`src/rtl/sti_pkg.sv`:
```
// Shared types and constants for the STI load sequencer.
// Latency: n/a (declarations only).
// Backpressure: n/a.
package sti_pkg;

    localparam int STI_WORD_W = 16;
    localparam int WD_W       = 7;

    localparam logic [1:0] LEN8  = 2'b00;
    localparam logic [1:0] LEN16 = 2'b01;
    localparam logic [1:0] LEN24 = 2'b10;
    localparam logic [1:0] LEN32 = 2'b11;

    typedef enum logic [2:0] {
        ST_IDLE       = 3'd0,
        ST_LOAD       = 3'd1,
        ST_WAIT_START = 3'd2,
        ST_SHIFT      = 3'd3,
        ST_GAP        = 3'd4,
        ST_DRAIN      = 3'd5,
        ST_DONE       = 3'd6,
        ST_ERR        = 3'd7
    } state_t;

    typedef struct packed {
        logic [STI_WORD_W-1:0] data;
        logic [1:0]            length;
        logic                  fill;
        logic                  msb;
        logic                  low;
    } sti_word_t;

endpackage

```
`src/rtl/sti_load_sched_if.sv`:
```
// Requester, serializer and status signals of the STI load sequencer.
// Latency: n/a (wiring only).
// Backpressure: rq_valid/rq_ready handshake per requester.
interface sti_load_sched_if #(parameter int N_REQ = 2);
    import sti_pkg::*;

    logic [N_REQ-1:0]            rq_valid;
    logic [N_REQ-1:0]            rq_ready;
    logic [STI_WORD_W*N_REQ-1:0] rq_data;
    logic [2*N_REQ-1:0]          rq_length;
    logic [N_REQ-1:0]            rq_fill;
    logic [N_REQ-1:0]            rq_msb;
    logic [N_REQ-1:0]            rq_low;
    logic [N_REQ-1:0]            rq_last;

    logic                        load;
    logic [STI_WORD_W-1:0]       pi_data;
    logic [1:0]                  pi_length;
    logic                        pi_fill;
    logic                        pi_msb;
    logic                        pi_low;
    logic                        pi_end;
    logic                        so_valid;
    logic                        oem_finish;

    logic                        busy;
    logic                        done;
    logic                        err_timeout;
    logic [2:0]                  cur_src;
    logic [7:0]                  word_cnt;

    // Environment side: requesters plus serializer feedback.
    modport master (
        output rq_valid, rq_data, rq_length, rq_fill, rq_msb, rq_low, rq_last,
        output so_valid, oem_finish,
        input  rq_ready, load, pi_data, pi_length, pi_fill, pi_msb, pi_low, pi_end,
        input  busy, done, err_timeout, cur_src, word_cnt
    );

    // Sequencer side.
    modport slave (
        input  rq_valid, rq_data, rq_length, rq_fill, rq_msb, rq_low, rq_last,
        input  so_valid, oem_finish,
        output rq_ready, load, pi_data, pi_length, pi_fill, pi_msb, pi_low, pi_end,
        output busy, done, err_timeout, cur_src, word_cnt
    );

endinterface

```
`src/rtl/sti_rr_arbiter.sv`:
```
// Round-robin arbiter: one-hot grant searched upward from a rotating pointer.
// Latency: grant is combinational; pointer moves on the handshake edge.
// Backpressure: no grant while en is low; pointer holds when nothing is accepted.
module sti_rr_arbiter #(
    parameter int N_REQ = 2
) (
    input  logic             clk,
    input  logic             reset,
    input  logic [N_REQ-1:0] req,
    input  logic             en,
    input  logic             adv,
    output logic [N_REQ-1:0] grant,
    output logic [2:0]       gnt_idx
);

    logic [2:0] ptr;
    logic       found;

    // First requester at or above the pointer wins, wrapping past N_REQ-1.
    always_comb begin
        int j;
        grant   = '0;
        gnt_idx = '0;
        found   = 1'b0;
        j       = 0;
        for (int i = 0; i < N_REQ; i++) begin
            j = int'(ptr) + i;
            if (j >= N_REQ) j = j - N_REQ;
            if (en && !found && req[j]) begin
                found    = 1'b1;
                grant[j] = 1'b1;
                gnt_idx  = 3'(j);
            end
        end
    end

    // Pointer moves just past the accepted requester.
    always_ff @(posedge clk) begin
        if (!reset) begin
            ptr <= '0;
        end else if (adv) begin
            ptr <= (gnt_idx == 3'(N_REQ - 1)) ? 3'd0 : gnt_idx + 3'd1;
        end
    end

endmodule

```
`src/rtl/sti_load_sched.sv`:
```
// Picks one STI word per round, loads it into the serializer and tracks completion.
// Latency: load pulses 1 cycle after the rq handshake; next grant no earlier than one GAP cycle after shifting.
// Backpressure: rq_ready only in IDLE; stalled serializer is caught by per-state watchdogs.
module sti_load_sched
    import sti_pkg::*;
#(
    parameter int N_REQ    = 2,
    parameter int START_TO = 4,
    parameter int SHIFT_TO = 40,
    parameter int DRAIN_TO = 80
) (
    input  logic             clk,
    input  logic             reset,
    sti_load_sched_if.slave  bus
);

    localparam logic [WD_W-1:0] START_LIM = WD_W'(START_TO - 1);
    localparam logic [WD_W-1:0] SHIFT_LIM = WD_W'(SHIFT_TO - 1);
    localparam logic [WD_W-1:0] DRAIN_LIM = WD_W'(DRAIN_TO - 1);

    state_t            state, state_nxt;
    logic [WD_W-1:0]   wd;
    sti_word_t         word_q, sel_word;
    logic              last_q, sel_last;
    logic [2:0]        cur_src_q, gnt_idx;
    logic [7:0]        word_cnt_q;
    logic [N_REQ-1:0]  grant;
    logic              grant_en, hs;

    // A stray so_valid in IDLE is a protocol error, so no grant that cycle.
    assign grant_en = (state == ST_IDLE) && !bus.so_valid;
    assign hs       = |grant;

    sti_rr_arbiter #(.N_REQ(N_REQ)) u_arb (
        .clk     (clk),
        .reset   (reset),
        .req     (bus.rq_valid),
        .en      (grant_en),
        .adv     (hs),
        .grant   (grant),
        .gnt_idx (gnt_idx)
    );

    // Mux the granted requester's fields using the one-hot grant.
    always_comb begin
        sel_word = '0;
        sel_last = 1'b0;
        for (int i = 0; i < N_REQ; i++) begin
            if (grant[i]) begin
                sel_word.data   = bus.rq_data[i*STI_WORD_W +: STI_WORD_W];
                sel_word.length = bus.rq_length[i*2 +: 2];
                sel_word.fill   = bus.rq_fill[i];
                sel_word.msb    = bus.rq_msb[i];
                sel_word.low    = bus.rq_low[i];
                sel_last        = bus.rq_last[i];
            end
        end
    end

    // State register.
    always_ff @(posedge clk) begin
        if (!reset) state <= ST_IDLE;
        else        state <= state_nxt;
    end

    // Next-state: handshake, serializer progress and watchdog limits.
    always_comb begin
        state_nxt = state;
        case (state)
            ST_IDLE:       if (bus.so_valid)            state_nxt = ST_ERR;
                           else if (hs)                 state_nxt = ST_LOAD;
            ST_LOAD:                                    state_nxt = ST_WAIT_START;
            ST_WAIT_START: if (bus.so_valid)            state_nxt = ST_SHIFT;
                           else if (wd == START_LIM)    state_nxt = ST_ERR;
            ST_SHIFT:      if (!bus.so_valid)           state_nxt = last_q ? ST_DRAIN : ST_GAP;
                           else if (wd == SHIFT_LIM)    state_nxt = ST_ERR;
            ST_GAP:        state_nxt = bus.so_valid ? ST_ERR : ST_IDLE;
            ST_DRAIN:      if (bus.oem_finish)          state_nxt = ST_DONE;
                           else if (wd == DRAIN_LIM)    state_nxt = ST_ERR;
            default:       state_nxt = state;
        endcase
    end

    // Outputs decoded from the current state.
    always_comb begin
        bus.load        = (state == ST_LOAD);
        bus.busy        = !(state inside {ST_IDLE, ST_DONE, ST_ERR});
        bus.done        = (state == ST_DONE);
        bus.err_timeout = (state == ST_ERR);
        bus.pi_end      = last_q && (state inside {ST_LOAD, ST_WAIT_START, ST_SHIFT, ST_DRAIN});
    end

    // Watchdog restarts on every state change and saturates while a state holds.
    always_ff @(posedge clk) begin
        if (!reset)                  wd <= '0;
        else if (state_nxt != state) wd <= '0;
        else if (wd != '1)           wd <= wd + WD_W'(1);
    end

    // Capture the accepted word; it stays on pi_* until the next acceptance.
    always_ff @(posedge clk) begin
        if (!reset) begin
            word_q     <= '0;
            last_q     <= 1'b0;
            cur_src_q  <= '0;
            word_cnt_q <= '0;
        end else if (hs) begin
            word_q    <= sel_word;
            last_q    <= sel_last;
            cur_src_q <= gnt_idx;
            if (word_cnt_q != 8'hFF) word_cnt_q <= word_cnt_q + 8'd1;
        end
    end

    assign bus.rq_ready  = grant;
    assign bus.pi_data   = word_q.data;
    assign bus.pi_length = word_q.length;
    assign bus.pi_fill   = word_q.fill;
    assign bus.pi_msb    = word_q.msb;
    assign bus.pi_low    = word_q.low;
    assign bus.cur_src   = cur_src_q;
    assign bus.word_cnt  = word_cnt_q;

endmodule
```
`src/flat_wrapper.sv`:
```
// flat-port wrapper written by rule: the top's interface ports become plain ports
module sti_load_sched_flat import sti_pkg::*;
#(
    parameter int N_REQ    = 2,
    parameter int START_TO = 4,
    parameter int SHIFT_TO = 40,
    parameter int DRAIN_TO = 80
)
  (clk, reset, bus_rq_valid, bus_rq_data, bus_rq_length, bus_rq_fill, bus_rq_msb, bus_rq_low, bus_rq_last, bus_so_valid, bus_oem_finish, bus_rq_ready, bus_load, bus_pi_data, bus_pi_length, bus_pi_fill, bus_pi_msb, bus_pi_low, bus_pi_end, bus_busy, bus_done, bus_err_timeout, bus_cur_src, bus_word_cnt);
  sti_load_sched_if #(.N_REQ(N_REQ)) bus_i ();
  input  logic clk;
  input  logic reset;
  input wire logic [$bits(bus_i.rq_valid)-1:0] bus_rq_valid;
  input wire logic [$bits(bus_i.rq_data)-1:0] bus_rq_data;
  input wire logic [$bits(bus_i.rq_length)-1:0] bus_rq_length;
  input wire logic [$bits(bus_i.rq_fill)-1:0] bus_rq_fill;
  input wire logic [$bits(bus_i.rq_msb)-1:0] bus_rq_msb;
  input wire logic [$bits(bus_i.rq_low)-1:0] bus_rq_low;
  input wire logic [$bits(bus_i.rq_last)-1:0] bus_rq_last;
  input wire logic [$bits(bus_i.so_valid)-1:0] bus_so_valid;
  input wire logic [$bits(bus_i.oem_finish)-1:0] bus_oem_finish;
  output wire logic [$bits(bus_i.rq_ready)-1:0] bus_rq_ready;
  output wire logic [$bits(bus_i.load)-1:0] bus_load;
  output wire logic [$bits(bus_i.pi_data)-1:0] bus_pi_data;
  output wire logic [$bits(bus_i.pi_length)-1:0] bus_pi_length;
  output wire logic [$bits(bus_i.pi_fill)-1:0] bus_pi_fill;
  output wire logic [$bits(bus_i.pi_msb)-1:0] bus_pi_msb;
  output wire logic [$bits(bus_i.pi_low)-1:0] bus_pi_low;
  output wire logic [$bits(bus_i.pi_end)-1:0] bus_pi_end;
  output wire logic [$bits(bus_i.busy)-1:0] bus_busy;
  output wire logic [$bits(bus_i.done)-1:0] bus_done;
  output wire logic [$bits(bus_i.err_timeout)-1:0] bus_err_timeout;
  output wire logic [$bits(bus_i.cur_src)-1:0] bus_cur_src;
  output wire logic [$bits(bus_i.word_cnt)-1:0] bus_word_cnt;
  assign bus_i.rq_valid = bus_rq_valid;
  assign bus_i.rq_data = bus_rq_data;
  assign bus_i.rq_length = bus_rq_length;
  assign bus_i.rq_fill = bus_rq_fill;
  assign bus_i.rq_msb = bus_rq_msb;
  assign bus_i.rq_low = bus_rq_low;
  assign bus_i.rq_last = bus_rq_last;
  assign bus_i.so_valid = bus_so_valid;
  assign bus_i.oem_finish = bus_oem_finish;
  assign bus_rq_ready = bus_i.rq_ready;
  assign bus_load = bus_i.load;
  assign bus_pi_data = bus_i.pi_data;
  assign bus_pi_length = bus_i.pi_length;
  assign bus_pi_fill = bus_i.pi_fill;
  assign bus_pi_msb = bus_i.pi_msb;
  assign bus_pi_low = bus_i.pi_low;
  assign bus_pi_end = bus_i.pi_end;
  assign bus_busy = bus_i.busy;
  assign bus_done = bus_i.done;
  assign bus_err_timeout = bus_i.err_timeout;
  assign bus_cur_src = bus_i.cur_src;
  assign bus_word_cnt = bus_i.word_cnt;
  sti_load_sched #(.N_REQ(N_REQ), .START_TO(START_TO), .SHIFT_TO(SHIFT_TO), .DRAIN_TO(DRAIN_TO)) u_core (.clk(clk), .reset(reset), .bus(bus_i));
endmodule
```
`config.mk`:
```
export PLATFORM = sky130hd
export DESIGN_NAME = sti_load_sched_flat
export DESIGN_NICKNAME = d
export VERILOG_FILES = /design/src/rtl/sti_pkg.sv /design/src/rtl/sti_load_sched_if.sv /design/src/rtl/sti_rr_arbiter.sv /design/src/rtl/sti_load_sched.sv /design/src/flat_wrapper.sv
export SDC_FILE = /design/constraint.sdc
export NUM_CORES = 1
export LEC_CHECK = 0
export CORE_UTILIZATION = 34
export DETAILED_ROUTE_END_ITERATION = 6
export DONT_BUFFER_PORTS = 1
export PLACE_DENSITY = 0.51
export REMOVE_ABC_BUFFERS = 1
export SETUP_SLACK_MARGIN = 0.15
export SLEW_MARGIN = 20
export SYNTH_ARGS = -nofsm -noshare
export SYNTH_HDL_FRONTEND = slang
export SYNTH_SLANG_ARGS = --single-unit
```
`constraint.sdc`:
```
create_clock -name clk -period 3.6 [get_ports clk]
set_clock_uncertainty 0.15 [all_clocks]
set_input_delay 0.54 -clock clk [delete_from_list [all_inputs] [get_ports clk]]
set_output_delay 0.54 -clock clk [all_outputs]
set_load 0.005 [all_outputs]
```
==> results_dict.tcl, run 1 <==
set metrics [dict create \
    post-route-period-util 0.853 \
    synth_area_leaders "dfxtp_1 36%, mux2i_1 11%, a21oi_1 7.3%, o21ai_1 5.0%, nor2_1 2.1%" \
    arrival_ns 2.38 \
    synth-edff-count 0 \
    syn_avg_cell_area_um2 8.50 \
    crit_type "register to output port" \
    synth.distinct_cells 57 \
    crit_required_ns 2.91 \
    cellLeakagePower_uw 0.00103 \
    routabilityCongestion 0.808 \
    min_period_ns 3.07 \
    dr.pass1.iters 4 \
    antenna_found_initial 0 \
    met2_length_um 2730 \
    ys_async_sr_fraction 0 \
    wl_per_cell_um 15.5 \
    synth_cells 297 \
    clock_latency_ns 0.29 \
    die_h_um 88.2 \
    wl_um 5970 \
    hp-class "input port to register" \
    drv_slew 0 \
    start_kind "register" \
    rsz0062_at_grt "false" \
    placedInstanceArea_um2 2560 \
    grt_pass1_wl_um 9490 \
    dp_cells 376 \
    maxCapViolations 0 \
    nets 338 \
    netlist.area_leader.share 0.365 \
    n_antenna_cell 0 \
    ios 89 \
    cts_setup_buffers 0 \
    tns_ns 0 \
    ctsHoldBuffers 0 \
    port_buffers 0 \
    route.met3.wl_um 445 \
    area_growth_pct 5.00 \
    yosysWarnings 0 \
    finalHoldViolCount 0 \
    nFillCells 764 \
    relSlewSlack 0.610 \
    max-vdd-ir-drop_mv 0.198 \
    ys.flop_type "dfxtp_1" \
    setup_viol_count_final 0 \
    cts.sinks 46 \
    ys_ff_latch 46 \
    worst_pin_slew_ns 0.583 \
    cp_max_fo 13 \
    remaining_drc_errors 0 \
    worst_setup_path_end_kind "output port" \
    core_um2 7210 \
    clockBufferDepth 2 \
    seq_area_frac_synth 0.365 \
    fin_cells 384 \
    vias 2113 \
    die_w_um 88.2 \
    grt_overflow 0 \
    grt_max_degree 45 \
    initial_core_util 0.350 \
    numCtsBuffers 5 \
    highest_layer "met4" \
    dpl.hpwl_um 4240 \
    drtIter0Drc 82 \
    ant_nets 0 \
    grt_pass1_vias 1941 \
    grt.total_usage 0.157 \
    cts_tree "built" \
    cts_root_buffer "clkbuf_8" \
    yosysTopAreaCell "dfxtp_1" \
    max_freq_ghz 0.326 \
    vias_per_cell 5.50 \
    cts_max_level 2 \
    outcome "complete, no violations" \
    cts-resized-gates 0 \
    clk_pin_slew_ns 0.09 \
    die-area_um2 7770 \
    drt-met1-wl_um 2760 \
    layout-drive-gt1-share 0.0702 \
    synth_area_um2 2520 \
    powerDensity_nw_per_um2 454 \
    postLayoutCellArea_um2 2650 \
    fin_util 0.367 \
    rows 31 \
]
-- cell usage after synthesis (3+ instances only) --
master,count
or3_1,3
buf_1,3
nor2b_1,4
buf_4,3
and2_1,4
clkbuf_1,10
dfxtp_1,46
nor2_1,14
buf_2,6
nand2_1,13
nor4_1,4
o41ai_1,4
a21oi_1,37
and3_1,7
o31ai_1,6
inv_1,6
o21a_1,3
nand3_1,5
nand2b_1,5
or4_1,5
o21ai_1,25
o21ai_0,8
ha_1,4
nand3b_1,4
mux2i_1,28
-- through the flow --
stage | total power (µW) | worst slack, ns | hold WS (ns)
2_1_floorplan | 824 | 0.602 | 0.311
3_3_place_gp | 885 | 0.804 | 0.344
3_5_place_dp | 888 | 0.780 | 0.344
4_1_cts | 1220 | 0.511 | 0.212
5_1_grt | 1280 | 0.362 | 0.210
6_report | 1200 | 0.531 | 0.229
-- path summary, 6_finish.rpt --
check / slack (ns) / cells past startpoint / to / from
max reg2reg: 0.78 / 7 / u_core.bus.word_cnt[5]$_SDFFE_PN0P_ / u_core.u_arb.ptr[1]$_SDFFE_PN0P_
max: 0.53 / 5 / bus_rq_ready[1] / u_core.u_arb.ptr[0]$_SDFFE_PN0P_
min reg2reg: 0.36 / 2 / u_core.bus.cur_src[1]$_SDFFE_PN0P_ / u_core.bus.cur_src[1]$_SDFFE_PN0P_
min: 0.23 / 2 / u_core.state[2]$_SDFF_PN0_ / reset
-- critical path, cell delays in order (launching register included) --
cell and delay (ns):
dfxtp_1 0.59, ha_1 0.38, nor4bb_1 0.48, nor4_1 0.10, o41a_2 0.42, inv_2 0.11
-- final cells by class --
| cell class | count | area (µm²) | share of cell area |
|---|---|---|---|
| clock buffer | 7 | 86.3 | 0.0326 |
| clock inverter | 1 | 5.00 | 0.00189 |
| inverter | 8 | 30.0 | 0.0113 |
| multi-input combinational | 220 | 1460 | 0.552 |
| sequential | 46 | 921 | 0.347 |
| tap | 99 | 124 | 0.0467 |
| timing repair buffer | 3 | 22.5 | 0.00849 |
-- cell families (layout without fill, tap and decap cells) --
kind of cell / Yosys count / count (layout) / synth area share
XOR/XNOR: 2 / 2 / 0.00694
AO/OA/AOI/OAI: 104 / 104 / 0.249
adder cells (fa/ha/maj): 4 / 4 / 0.0198
multiplexers: 28 / 28 / 0.111
AND/OR/NAND/NOR: 82 / 82 / 0.192
flip-flops: 46 / 46 / 0.365
buffers and inverters: 31 / 19 / 0.0565
-- report_power, final --
group / leakage, µW / internal (µW) / switching [µW]
combinational: 0.000611 / 115 / 140
sequential: 0.000374 / 554 / 64.7
clock: 0.0000482 / 155 / 174
-- cells in the final DEF (no fill, tap or decap), drive strengths merged, types with 2 or more instances in the layout --
master,instances
inv,7
o211ai,2
nor4bb,2
a211oi,2
nand2,13
or4,6
a31oi,2
nand2b,5
a21o,2
clkbuf,7
o31ai,6
a21oi,39
o21ai,33
nor3,3
or3,3
nor2,14
xnor2,2
dfxtp,46
nor4,4
o41ai,4
buf,3
nand3,5
nand4,2
clkinv,2
and2,4
ha,4
or4b,2
mux2i,28
nor2b,4
o21a,3
and3,7
nand3b,4
-- metal layers --
layer  vias to the layer above  track usage
met3                         2       0.0471
met1                       948        0.204
met5                         -            0
met4                         0       0.0440
met2                        71        0.252
li1                       1092            -
-- state kept, by name (all words and copies together) (netlist names) --
name,count
u_core.bus.pi_data,16
u_core.bus.word_cnt,8
u_core.wd,7
u_core.bus.cur_src,3
u_core.state,3
u_core.u_arb.ptr,3
u_core.bus.pi_length,2
u_core.bus.pi_fill,1
u_core.bus.pi_low,1
u_core.bus.pi_msb,1
u_core.last_q,1
Note: power is estimated with default switching activity, not from simulation.
==> inputs of run 2 (changes only) <==
- ABC_AREA: default -> 1
==> run 2 against run 1 <==
Against the previous run:
- fmax is 17% higher
- register-to-register slack better by 0.19 ns
- final cell count is 18% higher
- die area is 0.58% higher
- design area is 2.2% higher
==> results_dict.tcl, run 2 <==
set metrics [dict create \
    synthTopCellsByCount "108 x nand2_1, 46 x dfxtp_1, 39 x inv_1, 25 x nor2_1, 20 x nand3_1" \
    die_w_um 88.4 \
    rr_endpoint "u_core.wd[5]$_SDFFE_PP0P_" \
    relSlewSlack 0.483 \
    vias_per_cell 4.94 \
    cts_root_buffer "clkbuf_8" \
    min_from "reset" \
    cts_max_level 2 \
    start_kind "register" \
    n_antenna_cell 0 \
    syn_avg_cell_area_um2 7.08 \
    core_um2 7250 \
    numCtsBuffers 5 \
    clk_pin_slew_ns 0.08 \
    cts.sinks 46 \
    nets 409 \
    cts_setup_buffers 0 \
    ctsHoldBuffers 0 \
    cts_tree "built" \
    mostFrequentLayoutCell "nand2_1" \
    drtIter0Drc 49 \
    routabilityCongestion 0.868 \
    post-route-period-util 0.731 \
    synth_area_um2 2540 \
    wl_per_cell_um 13.0 \
    setup_viol_count_final 0 \
    wl_um 5890 \
    synth_area_leaders "dfxtp_1 36%, nand2_1 16%, inv_1 5.8%, nand3_1 3.9%, nor2_1 3.7%" \
    cellLeakagePower_uw 0.00114 \
    cp_max_fo 27 \
    layout-drive-gt1-share 0.127 \
    yosysMostFrequentCell "nand2_1" \
    crit_end "u_core.wd[5]$_SDFFE_PP0P_" \
    ant_nets 0 \
    vias 2244 \
    port_buffers 0 \
    grt_max_degree 28 \
    dpl.hpwl_um 4380 \
    ys.flop_type "dfxtp_1" \
    synth.distinct_cells 44 \
    max-vdd-ir-drop_mv 0.282 \
    layout_common_cells "108 x nand2_1, 46 x dfxtp_1, 39 x inv_1" \
    worst_setup_path_end_kind "register" \
    synth-edff-count 0 \
    rows 31 \
    arrival_ns 2.71 \
    nFillCells 821 \
    worst_pin_slew_ns 0.775 \
    die_h_um 88.4 \
    synth_cells 359 \
    reg2regPathDepth 15 \
    finalHoldViolCount 0 \
    area_growth_pct 6.65 \
    max_freq_ghz 0.380 \
    grt.total_usage 0.154 \
    crit_required_ns 3.68 \
    grt_pass1_wl_um 9430 \
    holdWs_ns 0.205 \
    powerDensity_nw_per_um2 690 \
    maxCapViolations 0 \
    grt_overflow 0 \
    crit_type "register to register" \
    min_period_ns 2.63 \
    outcome "complete, no violations" \
    ios 89 \
    drv_slew 0 \
    grt_pass1_vias 2024 \
    ys_async_sr_fraction 0 \
    netlist.area_leader.share 0.363 \
    remaining_drc_errors 0 \
    dr.pass1.iters 4 \
    reg2reg_slack_ns 0.97 \
    tns_ns 0 \
    antenna_found_initial 0 \
    clock_latency_ns 0.29 \
    timing.rr.start "u_core.u_arb.ptr[0]$_SDFFE_PN0P_" \
    seq_area_frac_synth 0.363 \
    ys_ff_latch 46 \
    cts-resized-gates 0 \
    yosysWarnings 0 \
    initial_core_util 0.350 \
    yosysTopAreaCell "dfxtp_1" \
    largest_reg_flops 16 \
    startpoint "u_core.u_arb.ptr[0]$_SDFFE_PN0P_" \
    hp-class "input port to register" \
    clockBufferDepth 2 \
    die-area_um2 7820 \
    rsz0062_at_grt "false" \
]
[run 2: changes by cell type in the layout (fill, tap and decap cells not counted), sizes merged, moves of 5 or more]
cell    previous run  this run
inv                7        44
xor2               0         6
mux2i             28         1
or4                6         0
and3               7         1
o21ai             33        10
nor2              14        34
nand3              5        27
nand2b             5         0
o31ai              6         0
a21oi             39        13
a31oi              2        12
nand2             13       115
nor3               3        13
[run 2: metrics by stage]
step | total power [µW] | util | std cells | setup WS (ns) | instance area, µm²
after global routing | 2040 | 0.373 | 454 | 0.730 | 2710
after detailed placement | 1500 | 0.358 | 447 | 0.964 | 2600
final | 1870 | 0.373 | 454 | 0.968 | 2710
after global placement | 1490 | 0.358 | 447 | 1.08 | 2600
after CTS | 1900 | 0.373 | 454 | 0.944 | 2710
after floorplan | 1330 | - | 348 | 1.38 | 2470
[run 2: worst min-delay path by stage]
stage,slack (ns),cells after the start,end
after global placement,0.32,2,u_core.bus.cur_src[2]$_SDFFE_PN0P_
after floorplan,0.29,2,u_core.bus.cur_src[2]$_SDFFE_PN0P_
final,0.20,2,u_core.bus.pi_data[4]$_SDFFE_PN0P_
after global routing,0.18,2,u_core.bus.pi_data[2]$_SDFFE_PN0P_
after detailed placement,0.33,2,u_core.bus.cur_src[2]$_SDFFE_PN0P_
after CTS,0.19,2,u_core.bus.pi_data[12]$_SDFFE_PN0P_
[run 2: worst max-delay path, cell delays in order (launching register included)]
cell	delay, ns
dfxtp_1	0.51
ha_1	0.23
nand2_1	0.07
nand2_2	0.10
nand3_1	0.09
nand2_1	0.09
nand2_2	0.09
nand3_2	0.11
nand2_4	0.21
nor2_8	0.41
nand2_1	0.09
nand2_1	0.08
nand2_1	0.06
nand3_2	0.09
nand2_4	0.09
nor2_2	0.09
[run 2: cells by family after synthesis]
logic type	after synthesis	synth area share
fa+ha+maj	4	0.0197
mux	1	0.00394
compound gates	45	0.110
buf+inv	56	0.0931
flops	46	0.363
xor+xnor	8	0.0276
simple gates	199	0.383
[run 2: area by class of cell]
cell class              instances  area [µm²]  area share
clock inverters                 1        30.0      0.0111
clock buffers                   6        82.6      0.0305
multi-input cells             257        1380       0.510
inverters                      45         169      0.0624
flip-flops and latches         46         921       0.340
well taps                      99         124      0.0457
[run 2: report_power, final]
group	switching, µW	leakage (µW)	internal, µW
combinational	471	0.000710	244
sequential	135	0.000374	630
clock	166	0.0000573	222
total	773	0.00114	1100
[run 2: per-layer routing]
layer  GRT usage  up-vias  wire (µm)
li1            -     1150          -
met1       0.184     1017       2480
met2       0.272       71       2920
met3      0.0438        6        390
met4      0.0381        0         95
met5           0        -          0
==> inputs of run 3 (changes only) <==
- clock period: 3.6 -> 2.5 ns (I/O delays scaled with it)
==> run 3 against run 2 <==
Against the previous run:
- worst setup slack worse by 0.74 ns
- first-iteration DRC count is 47% higher
- utilization is 1.7 points higher
- sequential power is 41% higher
- combinational power is 68% higher
- die area stayed put
- via count is 0.80% lower
- design area is 4.4% higher
- total power is 47% higher
- count of clock-buffer cells in the layout is 1 higher
- sequential share of layout area is 1.3 points lower
- critical endpoint is now bus_rq_ready[0]
- largest power group is now combinational cells
==> results_dict.tcl, run 3 (synthesis gave the netlist of run 2 again) <==
set metrics [dict create \
    routabilityCongestion 0.803 \
    finalHoldViolCount 0 \
    nets 420 \
    initial_core_util 0.350 \
    switching_power_uw 1140 \
    worst_pin_slew_ns 0.633 \
    layout_common_cells "108 x nand2_1, 45 x dfxtp_1, 39 x inv_1" \
    ios 89 \
    die-area_um2 7820 \
    remaining_drc_errors 0 \
    arrival_ns 1.75 \
    port_buffers 0 \
    hp-class "input port to register" \
    rows 31 \
    cts_tree "built" \
    crit_chain "buf_4 > inv_2 > nand2_2 > nand3_2 > nor3_2 > nand3_2 > nand2_4 > buf_12" \
    start_kind "register" \
    cts_root_buffer "clkbuf_8" \
    cellLeakagePower_uw 0.00120 \
    setup_viol_count_final 0 \
    wl_um 5910 \
    drv_slew 0 \
    vias 2226 \
    area_growth_pct 11.4 \
    max-vdd-ir-drop_mv 0.327 \
    power_frac_seq 0.395 \
    worst_setup_path_end_kind "output port" \
    grt_max_degree 22 \
    min_from "reset" \
    reg2reg_slack_ns 0.40 \
    numCtsBuffers 5 \
    mostFrequentLayoutCell "nand2_1" \
    dr.pass1.iters 4 \
    rsz0062_at_grt "true" \
    wl_per_cell_um 12.7 \
    powerDensity_nw_per_um2 970 \
    crit_type "register to output port" \
    grt_overflow 0 \
    vias_per_cell 4.78 \
    outcome "complete, no violations" \
    cp_top_family "simple AND/OR/NAND/NOR gates" \
    timing.rr.start "u_core.u_arb.ptr[1]$_SDFFE_PN0P_" \
    drtIter0Drc 72 \
    largest_reg_flops 16 \
    cts_max_level 2 \
    startpoint "u_core.u_arb.ptr[0]$_SDFFE_PN0P_" \
    max_freq_ghz 0.439 \
    dp_slack_ns 0.289 \
    max_stage_delay_ns 0.34 \
    timing.final.ws_setup_ns 0.223 \
    slowest_stage "dfxtp_1" \
    clock_latency_ns 0.29 \
    core_um2 7250 \
    clockBufferDepth 2 \
    internal-power_uw 1600 \
    die_w_um 88.4 \
    layout-drive-gt1-share 0.155 \
    maxCapViolations 0 \
    swShare 0.417 \
    grt_pass1_vias 1959 \
    antenna_found_initial 0 \
    tns_ns 0 \
    post-route-period-util 0.911 \
    cp_common_cell "nand3_2" \
    clk_pin_slew_ns 0.08 \
    cts.sinks 46 \
    crit_required_ns 1.98 \
    cp_max_fo 20 \
    grt_pass1_wl_um 9030 \
    worst-path-buf-inv 3 \
    dpl.hpwl_um 4240 \
    clockPowerShare 0.169 \
    n_antenna_cell 0 \
    die_h_um 88.4 \
    grt.total_usage 0.149 \
    ant_nets 0 \
    combPwrFrac 0.436 \
    relSlewSlack 0.577 \
    fin_util 0.390 \
    min_period_ns 2.28 \
]
[run 3: power groups by stage]
| stage | Sequential (µW) | Combinational, µW | Clock, µW |
|---|---|---|---|
| after floorplan | 1060 | 853 | 0 |
| after global placement | 1100 | 1090 | 0 |
| after detailed placement | 1100 | 1100 | 0 |
| after CTS | 1080 | 1110 | 487 |
| after global routing | 1110 | 1380 | 515 |
| final | 1080 | 1200 | 463 |
[run 3: layer usage]
metal | vias up | share of wire | global-route usage
met5 | - | 0 | 0
met4 | 0 | 0.0096 | 0.0440
met3 | 6 | 0.046 | 0.0345
met2 | 55 | 0.50 | 0.257
met1 | 995 | 0.44 | 0.185
li1 | 1170 | - | -
[run 3: layout make-up]
cell class,count,area [µm²]
multi-input cells,257,1400
well taps,99,124
fillers,771,4420
clock buffers,7,86.3
inverters,45,169
clock inverters,1,5.00
flip-flops and latches,46,925
repair buffers,11,125
[run 3: final timing paths]
kind | to | cells past startpoint
worst max register to register | u_core.bus.pi_data[7]$_SDFFE_PN0P_ | 13
worst min register to register | u_core.bus.cur_src[2]$_SDFFE_PN0P_ | 2
worst min-delay path | u_core.bus.pi_data[15]$_SDFFE_PN0P_ | 2
worst max-delay path | bus_rq_ready[0] | 8
[run 3: through the flow]
step,std cells,hold slack [ns],total power (µW),cell area (µm²)
finish,466,0.0327,2740,2830
CTS,460,0.0197,2680,2730
global placement,452,0.305,2190,2630
detailed placement,452,0.303,2200,2630
global route,466,0.0227,3010,2830
floorplan,348,0.285,1920,2470
[run 3: worst register-to-register path, delay by kind of cell (launching register included)]
family                     cells  cell delay [ns]
AOI/OAI and AO/OA              1             0.13
and+or+nand+nor                9             0.88
DFF                            1             0.37
adders and majority gates      1             0.19
buffers and inverters          2             0.32
[run 3: timing repair]
item	4_1_cts	5_1_grt
setup endpoints to repair	2	3
gates resized for setup	3	7
setup buffers	0	5
hold buffers	0	0
gates cloned	0	1
pin swaps	0	2
